==> config.mk <==
export PLATFORM = sky130hd
export DESIGN_NAME = spi_slave_rx
export DESIGN_NICKNAME = d
export VERILOG_FILES = /design/src/rtl/spi_pkg.sv /design/src/rtl/spi_sync_edge.sv /design/src/rtl/spi_slave_rx.sv
export SDC_FILE = /design/constraint.sdc
export NUM_CORES = 1
export LEC_CHECK = 0
export ABC_AREA = 1
export CAP_MARGIN = 15
export CORE_ASPECT_RATIO = 1.75
export CORE_MARGIN = 3
export CORE_UTILIZATION = 40
export CTS_CLUSTER_DIAMETER = 150
export DETAILED_ROUTE_END_ITERATION = 8
export SYNTH_ARGS = -nofsm -noshare
export SYNTH_HDL_FRONTEND = slang
export SYNTH_SLANG_ARGS = --single-unit
==> constraint.sdc <==
create_clock -name clk -period 2 [get_ports clk]
set_clock_uncertainty 0.2 [all_clocks]
set_input_delay 0.6 -clock clk [delete_from_list [all_inputs] [get_ports clk]]
set_output_delay 0.6 -clock clk [all_outputs]
set_load 0.005 [all_outputs]
==> src/rtl/spi_pkg.sv <==
// Shared types and constants for the SPI slave receive path.
// Latency: n/a (package only).
// Backpressure: n/a (package only).
package spi_pkg;

  localparam int BYTE_W      = 8;
  localparam int FRAME_BYTES = 2;
  localparam int CNT_W       = $clog2(BYTE_W);

  typedef enum logic [1:0] {
    IDLE    = 2'd0,
    BYTE_HI = 2'd1,
    BYTE_LO = 2'd2,
    COMMIT  = 2'd3
  } spi_rx_state_e;

  // Assemble the frame value from its two received bytes, first byte high.
  function automatic logic [FRAME_BYTES*BYTE_W-1:0] join_bytes(
    input logic [BYTE_W-1:0] hi,
    input logic [BYTE_W-1:0] lo
  );
    return {hi, lo};
  endfunction

endpackage

==> src/rtl/spi_sync_edge.sv <==
// Multi-stage synchronizer for one asynchronous input plus rise/fall detect.
// Latency: SYNC_STAGES clk to q; edge pulses coincide with the new q value.
// Backpressure: none; free-running sampler.
module spi_sync_edge #(
  parameter int   SYNC_STAGES = 2,
  parameter logic RST_VAL     = 1'b0
) (
  input  logic clk,
  input  logic reset,
  input  logic d,
  output logic q,
  output logic rise,
  output logic fall
);

  logic [SYNC_STAGES-1:0] sync_q;
  logic                   q_d;

  // Shift the raw input through the synchronizer chain and keep one older sample for edge compare.
  always_ff @(posedge clk or negedge reset) begin
    if (!reset) begin
      sync_q <= {SYNC_STAGES{RST_VAL}};
      q_d    <= RST_VAL;
    end else begin
      sync_q <= {sync_q[SYNC_STAGES-2:0], d};
      q_d    <= sync_q[SYNC_STAGES-1];
    end
  end

  assign q    = sync_q[SYNC_STAGES-1];
  assign rise = q & ~q_d;
  assign fall = ~q & q_d;

endmodule

==> src/rtl/spi_slave_rx.sv <==
// SPI mode-0 slave: receives a two-byte frame into value, returns tx_data on miso.
// Latency: rx_valid 1 clk after the synchronized 8th sclk rise; value_valid 1 clk after that.
// Backpressure: none; outputs are pulses. Optional err_cnt output under SPI_SLAVE_ERR_CNT_EN.
module spi_slave_rx
  import spi_pkg::*;
#(
  parameter int SYNC_STAGES  = 2,
  parameter int SCLK_MIN_CLK = 4
) (
  input  logic                          clk,
  input  logic                          reset,
  input  logic                          sclk,
  input  logic                          mosi,
  input  logic                          ss_n,
  output logic                          miso,
  input  logic [BYTE_W-1:0]             tx_data,
  output logic [BYTE_W-1:0]             rx_data,
  output logic                          rx_valid,
  output logic [FRAME_BYTES*BYTE_W-1:0] value,
  output logic                          value_valid,
  output logic                          busy
`ifdef SPI_SLAVE_ERR_CNT_EN
  ,
  output logic [7:0]                    err_cnt
`endif
);

  // Edge tracking needs at least a couple of clk samples per sclk half-period.
  if (SYNC_STAGES < 2 || SYNC_STAGES > 3 || SCLK_MIN_CLK < 2) begin : g_param_check
    $error("spi_slave_rx: SYNC_STAGES must be 2..3 and SCLK_MIN_CLK at least 2");
  end

  localparam logic [CNT_W-1:0] LAST_BIT = CNT_W'(BYTE_W - 1);

  logic       sclk_rise, sclk_fall, sclk_s_unused;
  logic       mosi_s;
  logic [1:0] mosi_edges_unused;
  logic       ss_s, ss_fall, ss_rise_unused;

  spi_sync_edge #(.SYNC_STAGES(SYNC_STAGES), .RST_VAL(1'b0)) u_sync_sclk (
    .clk  (clk),
    .reset(reset),
    .d    (sclk),
    .q    (sclk_s_unused),
    .rise (sclk_rise),
    .fall (sclk_fall)
  );

  spi_sync_edge #(.SYNC_STAGES(SYNC_STAGES), .RST_VAL(1'b0)) u_sync_mosi (
    .clk  (clk),
    .reset(reset),
    .d    (mosi),
    .q    (mosi_s),
    .rise (mosi_edges_unused[1]),
    .fall (mosi_edges_unused[0])
  );

  spi_sync_edge #(.SYNC_STAGES(SYNC_STAGES), .RST_VAL(1'b1)) u_sync_ss (
    .clk  (clk),
    .reset(reset),
    .d    (ss_n),
    .q    (ss_s),
    .rise (ss_rise_unused),
    .fall (ss_fall)
  );

  spi_rx_state_e     state, state_nxt;
  logic [CNT_W-1:0]  bit_cnt;
  logic [BYTE_W-1:0] rx_shift;
  logic [BYTE_W-1:0] tx_shift;
  logic [BYTE_W-1:0] hi_byte;
  logic [BYTE_W-1:0] rx_byte;
  logic              in_byte;
  logic              last_edge;
  logic              byte_done;
  logic              load_tx;
  logic              abort;
  logic              commit;

  assign in_byte   = (state == BYTE_HI) || (state == BYTE_LO);
  assign last_edge = sclk_rise && (bit_cnt == LAST_BIT);
  assign rx_byte   = {rx_shift[BYTE_W-2:0], mosi_s};

  // State register.
  always_ff @(posedge clk or negedge reset) begin
    if (!reset) state <= IDLE;
    else        state <= state_nxt;
  end

  // Next-state and per-cycle control strobes; a final sclk edge beats a simultaneous ss_n rise.
  always_comb begin
    state_nxt = state;
    byte_done = 1'b0;
    load_tx   = 1'b0;
    abort     = 1'b0;
    commit    = 1'b0;
    case (state)
      IDLE: begin
        if (ss_fall) begin
          state_nxt = BYTE_HI;
          load_tx   = 1'b1;
        end
      end
      BYTE_HI: begin
        if (last_edge) begin
          byte_done = 1'b1;
          if (ss_s) begin
            state_nxt = IDLE;
            abort     = 1'b1;
          end else begin
            state_nxt = BYTE_LO;
            load_tx   = 1'b1;
          end
        end else if (ss_s) begin
          state_nxt = IDLE;
          abort     = 1'b1;
        end
      end
      BYTE_LO: begin
        if (last_edge) begin
          byte_done = 1'b1;
          state_nxt = COMMIT;
        end else if (ss_s) begin
          state_nxt = IDLE;
          abort     = 1'b1;
        end
      end
      COMMIT: begin
        commit    = 1'b1;
        state_nxt = IDLE;
      end
      default: state_nxt = IDLE;
    endcase
  end

  // Bit counter and receive/transmit shifters; an abort drops any partial byte.
  always_ff @(posedge clk or negedge reset) begin
    if (!reset) begin
      bit_cnt  <= '0;
      rx_shift <= '0;
      tx_shift <= '0;
    end else if (abort) begin
      bit_cnt  <= '0;
      rx_shift <= '0;
      tx_shift <= '0;
    end else begin
      if (state == IDLE && ss_fall) begin
        bit_cnt <= '0;
      end else if (in_byte && sclk_rise) begin
        bit_cnt  <= bit_cnt + 1'b1;
        rx_shift <= rx_byte;
      end
      // The fall right after a byte boundary (count wrapped to 0) must keep the reloaded MSB on miso.
      if (load_tx) begin
        tx_shift <= tx_data;
      end else if (in_byte && sclk_fall && bit_cnt != '0) begin
        tx_shift <= {tx_shift[BYTE_W-2:0], 1'b0};
      end
    end
  end

  // Completed bytes, the held high byte and the committed frame value.
  always_ff @(posedge clk or negedge reset) begin
    if (!reset) begin
      rx_data     <= '0;
      rx_valid    <= 1'b0;
      hi_byte     <= '0;
      value       <= '0;
      value_valid <= 1'b0;
    end else begin
      rx_valid    <= byte_done;
      value_valid <= commit;
      if (byte_done) begin
        rx_data <= rx_byte;
        if (state == BYTE_HI) hi_byte <= rx_byte;
      end
      if (commit) value <= join_bytes(hi_byte, rx_data);
    end
  end

`ifdef SPI_SLAVE_ERR_CNT_EN
  // Count aborted frames, holding at the top of the range.
  always_ff @(posedge clk or negedge reset) begin
    if (!reset)                        err_cnt <= '0;
    else if (abort && err_cnt != 8'hFF) err_cnt <= err_cnt + 8'd1;
  end
`endif

  assign busy = (state != IDLE);
  assign miso = (state != IDLE && !ss_s) ? tx_shift[BYTE_W-1] : 1'b0;

endmodule

**Word-level counts from Yosys, hierarchy flattened**

Cells that the tools add are included.

- Equality and inequality tests: 6
- Bitwise operators: 6
- Mux-type cells: 26
- Reductions and logical operators: 17
- Add/sub/neg operators: 1

Operator list:

| cell | number |
|---|---|
| 2-to-1 mux 8 bit | 3 |
| 2-to-1 mux 7 bit | 3 |
| 2-to-1 mux 2 bit | 5 |
| 2-to-1 mux 1 bit | 9 |
| 2-to-1 mux 3 bit | 3 |
| nonzero test 3 bit | 3 |
| one-hot mux 2 bit (4 select lines) | 1 |
| logical AND 1 bit | 6 |
| equality test 2 bit (second input constant) | 2 |
| != test 2 bit (second input constant) | 2 |
| one-hot mux 1 bit (2 select lines) | 2 |
| AND reduction 2 bit | 2 |
| nonzero test 2 bit | 2 |
| adder 3 x 1 -> 3 bit (second input constant) | 1 |
| AND 1 bit | 3 |
| equality test 3 bit (second input constant) | 1 |
| inverter 1 bit | 3 |
| equality test 2 x 1 -> 1 bit (second input constant) | 1 |
| zero test 2 bit | 1 |
| OR reduction 2 bit | 1 |
| zero test 1 bit | 1 |
| logical OR 1 bit | 1 |

- Output and inout port bits: 28
- Bits in registers: 62
- Input port bits: 13
- Word-level logic and storage cells: 70

**Logic depth before layout (Yosys ltp)**

- Word-level depth: 7
- Mapped depth: 10
- Mapped depth without buffers: 10

**By module**

From an unflattened synthesis, not the netlist that was laid out.

- Cell total of the unflattened synthesis: 267
- Area, all modules: 2803.9 um^2

By module, submodules not included:

| module | cells an instance | instances | sequential area each (um^2) | area each (um^2) |
|---|---|---|---|---|
| spi_slave_rx | 246 | 1 | 1351.3 | 2529.9 |
| spi_sync_edge at u_sync_mosi ... | 7 | 2 | 75.1 | 90.1 |
| spi_sync_edge at u_sync_ss | 7 | 1 | 78.8 | 93.8 |

**Worst setup path before layout**

Ideal clock, no wire load.

- Path kind: reg2out
- From: reg state[0]
- To: out miso
- Arrival: 0.949 ns
- Setup slack: 0.251 ns
- Cell stages (with the launch flop): 6
- Required time: 1.200 ns
- Path through: dfrtp_1 inv_1 ha_1 inv_1 nand2_1 nor2_1

- Cells in the longest elaborated chain, start to end: 3

RTL lines:

| what | RTL line | source |
|---|---|---|
| from (decl) | spi_slave_rx.sv:67 | `spi_rx_state_e state, state_nxt;` |
| from (signal assigned) | spi_slave_rx.sv:87 | `else state <= state_nxt;` |
| nonzero test 2 bit | n/a |  |
| named net busy | spi_slave_rx.sv:21 | `output logic busy` |
| logical AND 1 bit | spi_slave_rx.sv:190 | `assign miso = (state != IDLE && !ss_s) ? tx_shift[BYTE_W-1] : 1'b0;` |
| 2-to-1 mux 1 bit | spi_slave_rx.sv:190 |  |
| to (decl) | spi_slave_rx.sv:15 | `output logic miso,` |

The timed path passes the listed nets, and every way through them passes these cells.

**Worst setup path after layout**

- From: reg state[1]
- To: out busy

- Cells in the longest elaborated chain, start to end: 1

RTL lines:

| what | RTL line | source |
|---|---|---|
| nonzero test 2 bit | spi_slave_rx.sv:189 | `assign busy = (state != IDLE);` |
| to (decl) | spi_slave_rx.sv:21 |  |

Every way passes these cells.

==> Flow_metrics.wiki <==
{| class="wikitable"
! Metric !! Value
|-
| Clk slew on worst S/H paths || 0.05 ns
|-
| Count of cells along the worst register-to-register path || 9
|-
| Fraction of the cycle the final worst path needs || 98.89%
|-
| Worst Setup Slack, final || 0.02228 ns
|-
| Pwr per Cell Area || 1026 nW/um^2
|-
| Path class of the lowest-slack min-delay path || in2async
|-
| Setup-failing EPs final || 0
|-
| Count of antenna-violating nets left after detailed routing || 0
|-
| Clock buffer count from CTS || 9
|-
| Routed wire length per instance || 13.03 um
|-
| Die outline height || 115.4 um
|-
| Timing-limited maximum frequency || 505.6 MHz
|-
| Required time of the critical path || 1.20 ns
|-
| Mean cell area of the mapped netlist || 10.48 um^2
|-
| Clock latency on the worst-skew pair || 0.33 ns
|-
| Vias after detailed routing || 1947
|-
| Length of the first detailed-routing pass in iterations || 8
|-
| Avg Vias per Cell || 4.737
|-
| ANT cells || 0
|-
| Largest net degree at the start of global routing || 63
|-
| X dimension of the die || 68.51 um
|-
| Effective utilization at floorplan || 41.52%
|-
| Capture instance of the worst register-to-register path || rx_shift[6]
|-
| Hold buffers post-CTS || 0
|-
| R2r startpoint || bit_cnt[1]
|-
| Area of the core || 6588 um^2
|-
| Storage element area || 1555 um^2
|-
| Maximum fanout encountered on the critical timing path || 3
|-
| Outcome || finished clean
|-
| Share of flip-flops with an asynchronous set or reset after synthesis || 100.0%
|-
| Number of antenna violations at the first check in global routing || 0
|-
| Shortest clock period the worst path allows after layout || 1.978 ns
|-
| Leakage dissipation || 2.099 nW
|-
| Root Driver || clkbuf_16
|-
| Maximum root-to-sink buffer count || 2
|-
| Number of clock sinks || 62
|-
| Count of routing violations after the opening detailed-route iteration || 84
|-
| Final Hold Viols || 0
|-
| Number of synthesized register bits || 62
|-
| Reg-to-reg slack, setup || 0.16 ns
|-
| Final instance area || 3701 um^2
|-
| Distinct cell type count of the synthesized netlist || 27
|-
| Area growth, synth to finish || 35.32%
|-
| Setup TNS Final || 0 ns
|-
| Ports || 41
|-
| Setup slack at placement || -0.07822 ns
|-
| Overall overflow remaining after global route || 0
|-
| Yosys warning total || 0
|-
| Post-synthesis net count || 281
|-
| Setup repair after global routing missed its margin || true
|-
| Number of H-tree branching levels || 3
|-
| Maxcap violations || 0
|-
| Mapped Cells || 261
|-
| Final Routed Wirelength || 5357 um
|-
| Kind of launch point of the worst setup path || flip-flop
|-
| Pin slew with the least headroom to its limit || 0.3258 ns
|-
| Final layout net count || 346
|-
| Final estimated routing congestion in global placement || 0.7567
|-
| Number of buffers inserted by port buffering || 40
|-
| Share of the core filled with cells in the final layout || 56.18%
|-
| Share of post-route cells with drive strength above 1 || 26.44%
|-
| Power after layout || 3.798 mW
|-
| Worst hold slack || 0.07593 ns
|-
| Number of non-filler instances in the completed layout || 411
|-
| DRC violations left || 0
|-
| Class of the most critical setup path || reg2out
|-
| EDFF count, synth || 0
|-
| Sequential-to-total area share from yosys stat || 56.86%
|-
| Placed inst area || 3288 um^2
|-
| Clock tree from TritonCTS || done
|-
| Category of the worst setup path capture point || output port
|-
| Number of global-route vias before repair || 1879
|-
| Overall track demand over capacity in global routing || 15.21%
|-
| Post-DP HPWL || 3640 um
|-
| Area occupied by multi-input gates || 1060 um^2
|-
| Peak ir drop on the vdd network || 0.7858 mV
|-
| Cell Rows || 39
|-
| Final Slew Violations || 0
|-
| Count of fill cells added during filler insertion || 580
|-
| Primary FF master, synth || dfrtp_1
|-
| Die outline area || 7905 um^2
|-
| # placed instances || 388
|-
| Netlist area before placement || 2735 um^2
|-
| Global-route wire length before repair || 8666 um
|-
| Worst path arrival time || 1.18 ns
|-
| Worst relative slew slack || 78.28%
|}
==> registers in the layout, summed over array words and instances (netlist names) <==
name                count
u_sync_sclk.q_d         1
bit_cnt                 3
u_sync_ss.sync_q        2
rx_valid                1
u_sync_sclk.sync_q      2
hi_byte                 8
rx_data                 8
state                   2
value                  16
u_sync_mosi.sync_q      2
u_sync_ss.q_d           1
value_valid             1
tx_shift                8
rx_shift                7
==> Yosys cell counts, types with 2 or more instances <==
library cell	count	area, um^2
o21ai_0	4	20.02
o21ai_1	6	30.03
dfrtp_1	59	1476
nand4_1	3	18.77
nand2_2	3	18.77
nor2_2	2	12.51
nand2_1	71	266.5
nor2_1	6	22.52
buf_6	4	45.04
o21ai_2	6	52.55
buf_2	3	15.01
nand2_4	2	22.52
inv_2	3	11.26
dfstp_2	3	78.83
nand3_4	2	35.03
inv_1	23	86.33
mux2_2	18	202.7
o21a_1	6	45.04
ha_1	7	87.58
nand3_2	2	20.02
nand3_1	22	110.1
==> cell type report <==
type | count | share of cell area (%)
clock buffers | 12 | 6.389
clock inverters | 2 | 0.9466
inverters | 27 | 2.840
multi-input cells | 165 | 28.63
flip-flops and latches | 62 | 42.02
well taps | 82 | 2.772
repair buffers | 61 | 16.40
==> cell families after synthesis <==
group	share of synthesized area, %
compound gates	5.901
fa+ha+maj	3.202
buf+inv	6.221
flops	56.86
mux	7.411
simple gates	20.40
==> report_power, final <==
part           total [mW]  switching (mW)  leakage [nW]  internal, mW
logic               0.867           0.496          1.13         0.371
clock network        1.44           0.494         0.132         0.946
registers            1.49          0.0863         0.836          1.40
total                3.80            1.08          2.10          2.72
==> critical path: stages, from the launching register on <==
cell     delay [ns]
dfrtp_1        0.38
inv_2          0.08
ha_4           0.15
inv_4          0.04
buf_6          0.11
buf_6          0.10
==> worst max path at each step <==
stage	depth (start not counted)	slack, ns	start	endpoint
2_1_floorplan	5	0.25	state[0]	miso
3_3_place_gp	6	-0.09	state[0]	miso
3_5_place_dp	6	-0.08	state[0]	miso
4_1_cts	1	0.003	rx_data[4]	rx_data[4]
5_1_grt	6	-0.07	state[0]	miso
6_report	5	0.02	state[1]	busy
==> timing repair <==
action,in CTS,in global routing
endpoints found under the setup margin,9,31
gates cloned,0,1
gates resized for setup,16,22
buffers inserted,7,1
pin swaps,1,0
hold endpoints to repair,0,0
==> layout by cell type, fill, tap and decap left out, types with 3 or more instances in the layout <==
cell             count
mux2_2              18
nand2_2              3
ha_1                 4
inv_2                5
nand2_4              3
dlymetal6s2s_1      13
nand3_1             22
o21ai_2              6
dfstp_2              3
nand4_1              3
nand3_2              3
buf_4               18
clkbuf_1             3
inv_1               20
dlygate4sd2_1        3
o21ai_1              6
nor2_1               6
o21a_1               6
dfrtp_1             59
nand2_1             70
o21ai_0              4
clkdlybuf4s50_1     21
clkbuf_16            9
==> metal layers <==
layer	global-route usage (%)	part of all wire, %	vias up
met5	0	0	-
met4	8.234	2.4	0
met3	4.692	4.2	10
met2	25.72	56	42
li1	-	-	972
met1	16.31	37	923
No activity file was read; power rests on OpenSTA's default activity.
